===== src/rtl/parking_gate_sequencer.sv =====
// parking_gate_sequencer: entry/exit barrier sequencing and per-car event pulses; GATE_STATS_EN adds denial/timeout counters
module parking_gate_sequencer #(
  parameter int OPEN_TIMEOUT = 30,
  parameter int CNT_W = 8
) (
  input  logic       clk,
  input  logic       rst,
  input  logic       entry_detect,
  input  logic       entry_is_uni,
  input  logic       entry_pass,
  input  logic       exit_detect,
  input  logic       exit_is_uni,
  input  logic       exit_pass,
  input  logic       uni_is_vacated_space,
  input  logic       is_vacated_space,
`ifdef GATE_STATS_EN
  output logic [15:0] denied_count,
  output logic [15:0] timeout_count,
`endif
  output logic       entry_barrier_open,
  output logic       exit_barrier_open,
  output logic       car_entered,
  output logic       is_uni_car_entered,
  output logic       car_exited,
  output logic       is_uni_car_exited,
  output logic       entry_denied,
  output logic [1:0] gate_timeout
);
  typedef enum logic [2:0] {E_IDLE, E_CHECK, E_OPEN, E_PASS, E_DENY, E_REARM} ent_t;
  typedef enum logic [1:0] {X_IDLE, X_OPEN, X_PASS, X_REARM} ext_t;
  localparam logic [CNT_W-1:0] TMR_LAST = CNT_W'(OPEN_TIMEOUT - 1);
  ent_t ent_q, ent_d;
  ext_t ext_q, ext_d;
  logic ecls_q, ecls_d, xcls_q, xcls_d;
  logic [CNT_W-1:0] etmr_q, etmr_d, xtmr_q, xtmr_d;
  logic [1:0] ep_q, xp_q;
  logic e_rise, e_fall, x_rise, x_fall;
  logic e_open, e_ev, e_den, e_to, x_open, x_ev, x_to;
  // pass sensors go through two stages so edges appear one cycle after the sensor moves
  assign e_rise = ep_q[0] & ~ep_q[1];
  assign e_fall = ~ep_q[0] & ep_q[1];
  assign x_rise = xp_q[0] & ~xp_q[1];
  assign x_fall = ~xp_q[0] & xp_q[1];
  // state, latched badge class, open timers and sensor history
  always_ff @(posedge clk) begin
    if (rst) begin
      ent_q  <= E_IDLE;
      ext_q  <= X_IDLE;
      ecls_q <= 1'b0;
      xcls_q <= 1'b0;
      etmr_q <= '0;
      xtmr_q <= '0;
      ep_q   <= '0;
      xp_q   <= '0;
    end else begin
      ent_q  <= ent_d;
      ext_q  <= ext_d;
      ecls_q <= ecls_d;
      xcls_q <= xcls_d;
      etmr_q <= etmr_d;
      xtmr_q <= xtmr_d;
      ep_q   <= {ep_q[0], entry_pass};
      xp_q   <= {xp_q[0], exit_pass};
    end
  end
  // entry gate: badge latch, vacancy check, open/pass/timeout sequencing
  always_comb begin
    ent_d  = ent_q;
    ecls_d = ecls_q;
    etmr_d = etmr_q;
    e_open = 1'b0;
    e_ev   = 1'b0;
    e_den  = 1'b0;
    e_to   = 1'b0;
    case (ent_q)
      E_IDLE: if (entry_detect) begin
        ecls_d = entry_is_uni;
        ent_d  = E_CHECK;
      end
      E_CHECK: if (ecls_q ? uni_is_vacated_space : is_vacated_space) begin
        ent_d  = E_OPEN;
        etmr_d = '0;
      end else begin
        e_den = 1'b1;
        ent_d = E_DENY;
      end
      E_OPEN: begin
        e_open = 1'b1;
        etmr_d = etmr_q + CNT_W'(1);
        if (e_rise) ent_d = E_PASS;
        else if (etmr_q == TMR_LAST) begin
          e_to  = 1'b1;
          ent_d = E_REARM;
        end
      end
      E_PASS: if (e_fall) begin
        e_ev  = 1'b1;
        ent_d = E_REARM;
      end else e_open = 1'b1;
      default: if (!entry_detect) ent_d = E_IDLE;
    endcase
  end
  // exit gate: same sequencing without the vacancy check
  always_comb begin
    ext_d  = ext_q;
    xcls_d = xcls_q;
    xtmr_d = xtmr_q;
    x_open = 1'b0;
    x_ev   = 1'b0;
    x_to   = 1'b0;
    case (ext_q)
      X_IDLE: if (exit_detect) begin
        xcls_d = exit_is_uni;
        xtmr_d = '0;
        ext_d  = X_OPEN;
      end
      X_OPEN: begin
        x_open = 1'b1;
        xtmr_d = xtmr_q + CNT_W'(1);
        if (x_rise) ext_d = X_PASS;
        else if (xtmr_q == TMR_LAST) begin
          x_to  = 1'b1;
          ext_d = X_REARM;
        end
      end
      X_PASS: if (x_fall) begin
        x_ev  = 1'b1;
        ext_d = X_REARM;
      end else x_open = 1'b1;
      default: if (!exit_detect) ext_d = X_IDLE;
    endcase
  end
  assign entry_barrier_open = e_open & ~rst;
  assign exit_barrier_open  = x_open & ~rst;
  assign car_entered        = e_ev & ~rst;
  assign is_uni_car_entered = e_ev & ecls_q & ~rst;
  assign car_exited         = x_ev & ~rst;
  assign is_uni_car_exited  = x_ev & xcls_q & ~rst;
  assign entry_denied       = e_den & ~rst;
  assign gate_timeout       = {x_to, e_to} & {2{~rst}};
`ifdef GATE_STATS_EN
  logic [15:0] dcnt_q, tcnt_q;
  logic [16:0] tsum;
  assign tsum = {1'b0, tcnt_q} + 17'(gate_timeout[0]) + 17'(gate_timeout[1]);
  // saturating denial and abort counters
  always_ff @(posedge clk) begin
    if (rst) begin
      dcnt_q <= '0;
      tcnt_q <= '0;
    end else begin
      dcnt_q <= (entry_denied && dcnt_q != 16'hFFFF) ? dcnt_q + 16'd1 : dcnt_q;
      tcnt_q <= tsum[16] ? 16'hFFFF : tsum[15:0];
    end
  end
  assign denied_count  = rst ? '0 : dcnt_q;
  assign timeout_count = rst ? '0 : tcnt_q;
`endif
endmodule

===== config.mk =====
export PLATFORM = sky130hd
export DESIGN_NAME = parking_gate_sequencer
export DESIGN_NICKNAME = d
export VERILOG_FILES = /design/src/rtl/parking_gate_sequencer.sv
export SDC_FILE = /design/constraint.sdc
export NUM_CORES = 1
export LEC_CHECK = 0
export BUFFER_PORTS_ARGS = -buffer_cell sky130_fd_sc_hd__buf_2
export CORE_MARGIN = 4
export CORE_UTILIZATION = 31
export DETAILED_ROUTE_END_ITERATION = 7
export HOLD_SLACK_MARGIN = 0.15
export PLACE_DENSITY = 0.51
export SLEW_MARGIN = 0
export SYNTH_ARGS = -nofsm -noshare
export SYNTH_HDL_FRONTEND = slang
export SYNTH_SLANG_ARGS = --single-unit

===== constraint.sdc =====
create_clock -name clk -period 4.1 [get_ports clk]
set_clock_uncertainty 0.2 [all_clocks]
set_input_delay 0.615 -clock clk [delete_from_list [all_inputs] [get_ports clk]]
set_output_delay 0.615 -clock clk [all_outputs]
set_load 0.05 [all_outputs]

==> summary.txt <==
P per Cell Area: 419 mW/mm²
Worst EP arrival: 1.95 ns
Syn Area/Cell: 8.25 µm²
Antenna Cells: 0
# setup viols final: 0
gpl congestion: 0.790
routed wire length: 3170 µm
Cell Rows: 25
Tmin final: 2.76 ns
gr usage total: 0.109
root buf cell: clkbuf_8
Max-cap violations: 0
Hold WC Path Type: reg -> reg
Critical Path Fanout Max: 11
overall power: 0.695 mW
outcome: completed
Slew @ Worst Pin: 0.694 ns
Starting Density: 0.320
CTS buffer count: 3
Post-CTS Setup Repair Bufs: 0
Max VDD drop: 0.000352 V
Ports: 19
Filler cells: 512
Die Wd: 77.6 µm
H-tree Lvls: 1
RSZ-0062 raised after global routing: false
# DRC: 0
Port Buffer Count: 18
Unique masters post-synth: 38
Layout Area Growth over Synthesis: 10.5%
clock slew at reported path FFs: 0.09 ns
vias in the first global route: 1,207
Final Cycle Share: 0.674
chip height: 77.6 µm
layout net count: 216
Remaining Overflow, GRT: 0
register bit total from synthesis: 27
Hold Vio Cnt, Final: 0
Pleak: 0.639 nW
Cells after Synth: 182
Multi-input gate area: 878 µm²
CP Launch Type: flop
syn nets: 200
post-DP HPWL: 2370 µm
DR WL/cell: 12.6 µm
Skew-Pair Late Insertion Delay: 0.27 ns
register area: 541 µm²
pins over their slew limit: 0
wire length of the first global-routing pass: 5460 µm
setup TNS: 0 ns
largest net degree at the start of global routing: 31
Required @ worst endpoint: 3.28 ns
Routed Antenna Nets: 0
critical setup path kind: reg -> out
warnings from Yosys: 0
WHS: 0.261 ns
sequential fraction of the synthesis area: 0.360
Mapped Area: 0.00150 mm²
die area: 0.00602 mm²
clk buf depth: 2
CTS Sinks: 27
hold_buf cts: 0
initial antenna violation count: 0
CTS tree: done
CP Capture Type: output pin
Max Clock Freq: 362 MHz
routed via count: 1,279
layout cells sized above 1: 0.132
first-pass iteration count of the detailed router: 4
post-CTS sizing: 0
Rel. slew slack: 0.537
Core Footprint: 0.00469 mm²
Via density: 5.10
1st-iter DRT viols: 58
layout by cell type, fill, tap and decap left out, types with 6 or more instances in the layout:
cell type  instances
nand3_1            7
buf_2             18
ha_1               8
a31oi_1            6
nor2_1            18
nand2b_1           7
a21oi_1           11
inv_1             10
nand2_1           14
dfxtp_1           27
o21ai_0            7
state kept, by name (all words and copies together) (netlist names):
| name | cells |
|---|---|
| etmr_q | 8 |
| xtmr_q | 8 |
| ecls_q | 1 |
| xp_q | 2 |
| ep_q | 2 |
| ent_q | 3 |
| xcls_q | 1 |
| ext_q | 2 |
metal layers:
metal	wire, µm	global-route usage	up-vias	part of all wire
li1	-	-	677	-
met1	1600	0.142	578	0.50
met2	1430	0.182	22	0.45
met3	127	0.0290	2	0.040
met4	23	0.0214	0	0.0072
met5	0	0	-	0
Yosys cell counts (all sizes together):
| master | n | area, µm² |
|---|---|---|
| dfxtp | 27 | 541 |
| nor2 | 18 | 67.6 |
| nand2 | 14 | 52.6 |
| a21oi | 11 | 55.1 |
| inv | 10 | 37.5 |
| ha | 8 | 100 |
| nand2b | 7 | 43.8 |
| nand3 | 7 | 35.0 |
| o21ai | 7 | 35.0 |
| a31oi | 6 | 37.5 |
| and2 | 5 | 31.3 |
| nor2b | 5 | 31.3 |
| xor2 | 5 | 43.8 |
| and3 | 4 | 25.0 |
| clkbuf | 4 | 15.0 |
| nand4 | 4 | 25.0 |
| nor3 | 4 | 20.0 |
| or4 | 4 | 30.0 |
| buf | 3 | 30.0 |
| mux2 | 3 | 33.8 |
| mux2i | 3 | 30.0 |
| nor4b | 3 | 26.3 |
| a211oi | 2 | 15.0 |
| nor3b | 2 | 15.0 |
| nor4 | 2 | 12.5 |
| o31ai | 2 | 15.0 |
| or3 | 2 | 12.5 |
| a2111oi | 1 | 8.76 |
| a211o | 1 | 8.76 |
| a31o | 1 | 8.76 |
| nand3b | 1 | 7.51 |
| nand4b | 1 | 8.76 |
| o2111a | 1 | 11.3 |
| o211ai | 1 | 7.51 |
| o311ai | 1 | 8.76 |
| or2 | 1 | 6.26 |
| or3b | 1 | 8.76 |
report_power, final:
part           switching (mW)  total [mW]  internal (mW)  leakage, nW
clock                  0.0809       0.150         0.0696       0.0228
sequential             0.0302       0.316          0.285        0.220
combinational           0.139       0.229         0.0903        0.397
total                   0.250       0.695          0.445        0.639
area by class of cell:
cell class / count / share of cell area
Clock buffer: 4 / 0.0271
Inverter: 10 / 0.0226
Timing Repair Buffer: 18 / 0.0543
Sequential cell: 27 / 0.326
Multi-Input combinational cell: 138 / 0.529
Tap cell: 54 / 0.0407
cells by family after synthesis:
kind of cell | synth area share
AOI/OAI and AO/OA | 0.141
muxes | 0.0425
DFF | 0.360
adders and majority gates | 0.0667
xor gates and xnor gates | 0.0292
buffers and inverters | 0.0550
and+or+nand+nor | 0.306
path summary, 6_finish.rpt:
kind / from / endpoint / cells past startpoint / slack [ns]
setup / recovery: ent_q[1] / gate_timeout[0] / 3 / 1.34
setup reg to reg: ent_q[1] / etmr_q[7] / 4 / 1.96
hold / removal: xcls_q / xcls_q / 2 / 0.26
hold reg to reg: xcls_q / xcls_q / 2 / 0.26
stage by stage:
stage                      util  cell area [µm²]  setup WS, ns  instances
after floorplan               -             1500         0.371        182
after global placement    0.344             1610          1.47        247
after detailed placement  0.344             1610          1.45        247
after CTS                 0.354             1660          1.32        251
after global routing      0.354             1660          1.23        251
final                     0.354             1660          1.34        251
critical path, stage by stage, from the launching register on:
cell and delay (ns):
dfxtp_1 0.49, or3b_1 0.54, nor4_1 0.33, buf_2 0.31
Power figures use the tool's default switching activity.
